==> src/rtl/dds_pkg.sv <==
// rtl/dds_pkg.sv - shared constants and state encoding for the DDS rate controller
//
// Purpose: defaults for counter width and divide ratio, smallest legal ratio,
//          and the controller state encoding used by dds_rate_controller.
// Ports:   none (package)

package dds_pkg;

    localparam int CNT_W       = 16;
    localparam int DIV_DEFAULT = 100;
    localparam int DIV_MIN     = 2;

    typedef enum logic [1:0] {
        ST_IDLE = 2'd0,
        ST_RUN  = 2'd1,
        ST_PEND = 2'd2
    } state_t;

endpackage

==> src/rtl/dds_rate_controller_if.sv <==
// rtl/dds_rate_controller_if.sv - ratio configuration handshake bundle
//
// Purpose: groups the divide-ratio request handshake between the config/UI
//          logic (master) and the rate controller (slave).
// Signals: cfg_div   requested divide ratio        (master -> slave)
//          cfg_valid cfg_div valid                 (master -> slave)
//          cfg_ready controller can accept cfg_div (slave -> master)
//          cfg_err   1-cycle pulse, request < minimum ratio was discarded

interface dds_rate_controller_if #(
    parameter int CNT_W = dds_pkg::CNT_W
) ();

    logic [CNT_W-1:0] cfg_div;
    logic             cfg_valid;
    logic             cfg_ready;
    logic             cfg_err;

    modport master (
        output cfg_div,
        output cfg_valid,
        input  cfg_ready,
        input  cfg_err
    );

    modport slave (
        input  cfg_div,
        input  cfg_valid,
        output cfg_ready,
        output cfg_err
    );

endinterface

==> src/rtl/dds_rate_controller.sv <==
// rtl/dds_rate_controller.sv - programmable sample-rate scheduler for the DDS datapath
//
// Purpose: divides clk_100MHz by a runtime ratio, producing a 1-cycle sample
//          strobe (tick) and a square wave (clk_div). New ratios arrive over a
//          valid/ready handshake and take effect only at period boundaries so
//          downstream logic never sees a shortened sample period.
// Ports:   clk_100MHz  system clock
//          rst_n       asynchronous active-low reset
//          enable      run request (level)
//          cfg         ratio handshake (slave side of dds_rate_controller_if)
//          tick        1-cycle strobe, once per div_active cycles
//          clk_div     low floor(div/2) cycles, high ceil(div/2) cycles
//          div_active  ratio currently in force
//          busy        1 while running or holding a pending ratio
//          sample_cnt  tick counter, present only with DDS_RATE_SAMPLE_CNT_EN
// Options: DDS_RATE_SAMPLE_CNT_EN adds the 32-bit sample_cnt output.
// clk_div is intended for the DAC pin only; internal consumers use tick as a
// clock enable.

module dds_rate_controller
    import dds_pkg::state_t;
    import dds_pkg::ST_IDLE;
    import dds_pkg::ST_RUN;
    import dds_pkg::ST_PEND;
#(
    parameter int CNT_W       = dds_pkg::CNT_W,
    parameter int DIV_DEFAULT = dds_pkg::DIV_DEFAULT,
    parameter int DIV_MIN     = dds_pkg::DIV_MIN
) (
    input  logic                   clk_100MHz,
    input  logic                   rst_n,
    input  logic                   enable,
    dds_rate_controller_if.slave   cfg,
    output logic                   tick,
    output logic                   clk_div,
    output logic [CNT_W-1:0]       div_active,
    output logic                   busy
`ifdef DDS_RATE_SAMPLE_CNT_EN
    ,
    output logic [31:0]            sample_cnt
`endif
);

    state_t           r_state;
    logic [CNT_W-1:0] r_cnt;
    logic [CNT_W-1:0] r_div_active;
    logic [CNT_W-1:0] r_div_pend;
    logic             r_tick;
    logic             r_clk_div;
    logic             r_cfg_err;

    logic             w_xfer;
    logic             w_legal;
    logic             w_xfer_ok;
    logic             w_last;
    logic [CNT_W-1:0] w_half;

    assign w_xfer    = cfg.cfg_valid && (r_state != ST_PEND);
    assign w_legal   = cfg.cfg_div >= CNT_W'(DIV_MIN);
    assign w_xfer_ok = w_xfer && w_legal;
    assign w_last    = (r_cnt == r_div_active - CNT_W'(1));
    assign w_half    = r_div_active >> 1;

    always_ff @(posedge clk_100MHz or negedge rst_n) begin
        if (!rst_n) begin
            r_state      <= ST_IDLE;
            r_cnt        <= '0;
            r_div_active <= CNT_W'(DIV_DEFAULT);
            r_div_pend   <= CNT_W'(DIV_DEFAULT);
            r_tick       <= 1'b0;
            r_clk_div    <= 1'b0;
            r_cfg_err    <= 1'b0;
        end else begin
            // Illegal requests are still consumed; they only raise the error pulse.
            r_cfg_err <= w_xfer && !w_legal;

            case (r_state)
                ST_IDLE: begin
                    r_cnt     <= '0;
                    r_tick    <= 1'b0;
                    r_clk_div <= 1'b0;
                    if (w_xfer_ok) begin
                        r_div_active <= cfg.cfg_div;
                    end
                    if (enable) begin
                        r_state <= ST_RUN;
                    end
                end

                ST_RUN, ST_PEND: begin
                    if (!enable) begin
                        r_state   <= ST_IDLE;
                        r_cnt     <= '0;
                        r_tick    <= 1'b0;
                        r_clk_div <= 1'b0;
                        // Stopping is itself a period boundary: commit whatever is waiting.
                        if (r_state == ST_PEND) begin
                            r_div_active <= r_div_pend;
                        end else if (w_xfer_ok) begin
                            r_div_active <= cfg.cfg_div;
                        end
                    end else begin
                        r_cnt     <= w_last ? '0 : r_cnt + CNT_W'(1);
                        r_tick    <= w_last;
                        r_clk_div <= (r_cnt >= w_half);
                        if (r_state == ST_PEND) begin
                            if (w_last) begin
                                r_div_active <= r_div_pend;
                                r_state      <= ST_RUN;
                            end
                        end else if (w_xfer_ok) begin
                            // A request landing on the wrap finishes this period on the
                            // old ratio and starts the very next period on the new one.
                            if (w_last) begin
                                r_div_active <= cfg.cfg_div;
                            end else begin
                                r_div_pend <= cfg.cfg_div;
                                r_state    <= ST_PEND;
                            end
                        end
                    end
                end

                default: begin
                    r_state <= ST_IDLE;
                    r_cnt   <= '0;
                end
            endcase
        end
    end

`ifdef DDS_RATE_SAMPLE_CNT_EN
    logic [31:0] r_sample_cnt;

    // Advances on the same edge that raises tick, so the count and strobe line up.
    always_ff @(posedge clk_100MHz or negedge rst_n) begin
        if (!rst_n) begin
            r_sample_cnt <= '0;
        end else if (r_state == ST_IDLE && enable) begin
            r_sample_cnt <= '0;
        end else if (r_state != ST_IDLE && enable && w_last) begin
            r_sample_cnt <= r_sample_cnt + 32'd1;
        end
    end

    assign sample_cnt = r_sample_cnt;
`endif

    assign tick          = r_tick;
    assign clk_div       = r_clk_div;
    assign div_active    = r_div_active;
    assign busy          = (r_state != ST_IDLE);
    assign cfg.cfg_ready = (r_state != ST_PEND);
    assign cfg.cfg_err   = r_cfg_err;

endmodule

==> src/flat_wrapper.sv <==
// flat-port wrapper written by rule: the top's interface ports become plain ports
module dds_rate_controller_flat import dds_pkg::state_t; import dds_pkg::ST_IDLE; import dds_pkg::ST_RUN; import dds_pkg::ST_PEND;
#(
    parameter int CNT_W       = dds_pkg::CNT_W,
    parameter int DIV_DEFAULT = dds_pkg::DIV_DEFAULT,
    parameter int DIV_MIN     = dds_pkg::DIV_MIN
)
  (clk_100MHz, rst_n, enable, tick, clk_div, div_active, busy, cfg_cfg_div, cfg_cfg_valid, cfg_cfg_ready, cfg_cfg_err);
  dds_rate_controller_if #(.CNT_W(CNT_W)) cfg_i ();
  input  logic clk_100MHz;
  input  logic rst_n;
  input  logic enable;
  output logic tick;
  output logic clk_div;
  output logic [CNT_W-1:0] div_active;
  output logic busy;
  input wire logic [$bits(cfg_i.cfg_div)-1:0] cfg_cfg_div;
  input wire logic [$bits(cfg_i.cfg_valid)-1:0] cfg_cfg_valid;
  output wire logic [$bits(cfg_i.cfg_ready)-1:0] cfg_cfg_ready;
  output wire logic [$bits(cfg_i.cfg_err)-1:0] cfg_cfg_err;
  assign cfg_i.cfg_div = cfg_cfg_div;
  assign cfg_i.cfg_valid = cfg_cfg_valid;
  assign cfg_cfg_ready = cfg_i.cfg_ready;
  assign cfg_cfg_err = cfg_i.cfg_err;
  dds_rate_controller #(.CNT_W(CNT_W), .DIV_DEFAULT(DIV_DEFAULT), .DIV_MIN(DIV_MIN)) u_core (.clk_100MHz(clk_100MHz), .rst_n(rst_n), .enable(enable), .cfg(cfg_i), .tick(tick), .clk_div(clk_div), .div_active(div_active), .busy(busy));
endmodule
==> config.mk <==
export PLATFORM = sky130hd
export DESIGN_NAME = dds_rate_controller_flat
export DESIGN_NICKNAME = d
export VERILOG_FILES = /design/src/rtl/dds_pkg.sv /design/src/rtl/dds_rate_controller_if.sv /design/src/rtl/dds_rate_controller.sv /design/src/flat_wrapper.sv
export SDC_FILE = /design/constraint.sdc
export NUM_CORES = 1
export LEC_CHECK = 0
export ABC_CLOCK_PERIOD_IN_PS = 3800
export CAP_MARGIN = 0
export CORE_MARGIN = 2
export CORE_UTILIZATION = 50
export DETAILED_ROUTE_END_ITERATION = 7
export HOLD_SLACK_MARGIN = 0.02
export MAX_ROUTING_LAYER = met4
export PLACE_DENSITY = 0.73
export SLEW_MARGIN = 0
export SYNTH_ARGS = -nofsm -noshare
export SYNTH_HDL_FRONTEND = slang
export SYNTH_SLANG_ARGS = --single-unit
==> constraint.sdc <==
create_clock -name clk_100MHz -period 3.8 [get_ports clk_100MHz]
set_input_delay 0.76 -clock clk_100MHz [delete_from_list [all_inputs] [get_ports clk_100MHz]]
set_output_delay 0.76 -clock clk_100MHz [all_outputs]
set_load 0.01 [all_outputs]
==> results by group <==
Floorplanning
  • Initial Util: 51.39%
  • Die extent in x: 87.33 µm
  • Row count: 30
  • Core Footprint: 6756 µm²
  • Io pins: 41
  • Die height: 87.33 µm
  • Total die area: 7627 µm²

Place
  • Placed Cells incl. Taps: 449
  • Number of buffers added on ports: 40
  • Detailed placement HPWL: 5655 µm
  • Placer Congestion: 0.8705

Clock tree
  • H-tree lvl count: 2
  • Postcts setup bufs: 0
  • Clock insertion delay at the later pin of the skew report: 0.31 ns
  • Clock sink count: 53
  • Worst-path clk slew: 0.10 ns
  • Clk root buf: clkbuf_8
  • Hold buffers post-CTS: 0
  • Clock buffer depth: 2
  • Inserted Clock Buffers: 5
  • CTS tree: done
  • Post_cts resized: 0

Pwr
  • P per Cell Area: 696.4 nW/µm²
  • Leakage: 1.673 nW
  • Total power: 2.770 mW
  • Max rail drop VDD: 0.3780 mV

Synthesis
  • Main synth FF type: dfrtp_1
  • Post-synthesis sequential area ratio: 38.41%
  • Syn Area/Cell: 10.09 µm²
  • Synth warn: 0
  • Ys async rst share: 100.0%
  • Synth Net Count: 384
  • Post-Syn Instances: 344
  • Synth unique cells: 59
  • Cell Area, Synth: 3472 µm²
  • Seq cells post-synth: 53
  • Post-synth EDFFs: 0

Timing
  • Achievable Freq: 299.2 MHz
  • Max Slew Vio Count: 0
  • Least-Margin Pin Slew: 1.191 ns
  • Minimum clock period: 3.342 ns
  • Tcrit/Tclk final: 87.96%
  • Clock Skews: 0.003791 ns
  • Setup Viol. Count Final: 0
  • Max-slew headroom: 20.62%
  • Final hold vios: 0
  • Setup TNS: 0 ns
  • RSZ-0062 raised after global routing: no

Finish
  • Commonest non-fill, non-tap cell in the layout: dfrtp_1
  • Final net count: 416
  • Ant diodes: 0
  • Area delta synth->final: 14.56%
  • Layout cell share with drive strength beyond 1: 12.20%
  • Non-Filler Instances: 457
  • Most frequent cells in the layout: dfrtp_1, clkdlybuf4s50_1, a22o_1

Worst hold path
  • HP Start: u_core.r_div_pend[11]
  • Worst Hold Class: flop to flop
  • Worst hold path depth: 1
  • WHS Endpoint: u_core.r_div_pend[11]

Setup path
  • R2R depth: 9
  • Critical path data required time: 4.01 ns
  • CP max FO: 16
  • Slowest cell on crit path: nor4b_4
  • CP Class: flop to flop
  • Buffer and inverter count on the worst path: 1
  • FF-to-FF End: u_core.r_div_pend[3]
  • Critical Path AT: 3.55 ns
  • R2R setup slack: 0.46 ns
  • Crit-path cells: inv_1 -> ha_1 -> nor3b_4 -> nand4_1 -> a311oi_1 -> nand4b_1 -> nor4_4 -> nor4b_4 -> mux2_2
  • Crit-path max cell delay: 0.84 ns
  • Worst r2r src: u_core.div_active[0]
  • CP Launch Type: flop
  • CP top delay family: simple AND/OR/NAND/NOR gates
  • Crit. End Element: flop

Global route
  • Number of global-route vias before repair: 2576
  • Total grt overflow: 0
  • Pin count of the biggest net entering global routing: 38
  • Initial antenna violation count: 0
  • Total GRT Usage: 22.08%
  • First-pass GRT wire length: 12940 µm

Routing
  • Routed wire length: 7529 µm
  • Vias post-DR: 2687
  • Wire per inst: 16.47 µm
  • Initial drt markers: 205
  • DRC viols: 0
  • Via-per-instance ratio: 5.880
  • Drt first pass iters: 4
  • Detail Route Antenna Nets: 0

Status
  • Outcome: finished clean

Job
  • Max Cap Viol: 0
## cells in the mapped netlist (all sizes together) (10+ instances only)
cell | number | area (µm²)
nand2 | 14 | 60.06
mux2 | 17 | 191.4
inv | 24 | 90.09
a22o | 33 | 289.0
nand4 | 11 | 68.82
nor2 | 29 | 108.9
clkbuf | 10 | 37.54
dfrtp | 47 | 1176
ha | 20 | 250.2
nand3 | 11 | 55.05
xnor2 | 23 | 201.4
## cells by family (layout without fill, tap and decap cells)
family	count (synthesis)	count (layout)	synth area share [%]
multiplexers	17	17	5.513
XOR/XNOR	31	31	7.820
adder cells (fa/ha/maj)	20	20	7.207
flip-flops	53	53	38.41
buffers and inverters	42	75	5.657
AND/OR/NAND/NOR	109	109	18.52
AO/OA/AOI/OAI	72	72	16.87
## report_power, final
part / leakage [nW] / switching (mW) / internal [mW]
logic: 0.964 / 0.664 / 0.703
clock network: 0.0452 / 0.205 / 0.135
registers: 0.664 / 0.282 / 0.781
total: 1.67 / 1.15 / 1.62
## sequential cells by signal (all words and copies together), names as in the netlist
register	flops
u_core.r_cnt	16
u_core.cfg.cfg_err	1
u_core.r_state	2
u_core.r_div_pend	16
u_core.div_active	16
u_core.clk_div	1
u_core.tick	1
## metal layers
| metal | up-vias | wire length, µm | global-route usage, % | share of wire (%) |
|---|---|---|---|---|
| li1 | 1326 | - | - | - |
| met1 | 1295 | 3561 | 29.86 | 47 |
| met2 | 59 | 3637 | 35.54 | 48 |
| met3 | 7 | 261 | 3.412 | 3.5 |
| met4 | 0 | 68 | 4.196 | 0.90 |
| met5 | - | 0 | - | 0 |
## worst max path at each step
stage | start | to | slack [ns] | cells past startpoint
after floorplan | u_core.div_active[0] | u_core.div_active[0] | 0.92 | 12
after global placement | u_core.div_active[0] | u_core.r_div_pend[12] | 0.50 | 9
after detailed placement | u_core.div_active[0] | u_core.r_div_pend[3] | 0.50 | 9
after CTS | u_core.div_active[0] | u_core.r_div_pend[3] | 0.49 | 9
after global routing | u_core.div_active[0] | u_core.r_div_pend[3] | 0.18 | 9
final | u_core.div_active[0] | u_core.r_div_pend[3] | 0.46 | 9
## cell type report
cell class                 instances  area (µm²)
clock buffer                       5       68.82
clock inverter                     3       25.02
fill                             587        2779
inverter                          24       90.09
multi-input combinational        249        1942
sequential                        53        1334
tap                               80       100.1
timing repair buffer              43       417.9
## through the flow
step	area [µm²]	setup slack, ns	hold WS [ns]	utilization (%)
final	3978	0.4576	0.5161	58.87
after global routing	3978	0.1799	0.5348	58.87
after CTS	3978	0.4915	0.5216	58.87
after detailed placement	3884	0.5022	0.4972	57.48
after global placement	3884	0.4983	0.4905	57.48
after floorplan	3472	0.9185	0.4644	-
Power figures use the tool's default switching activity.
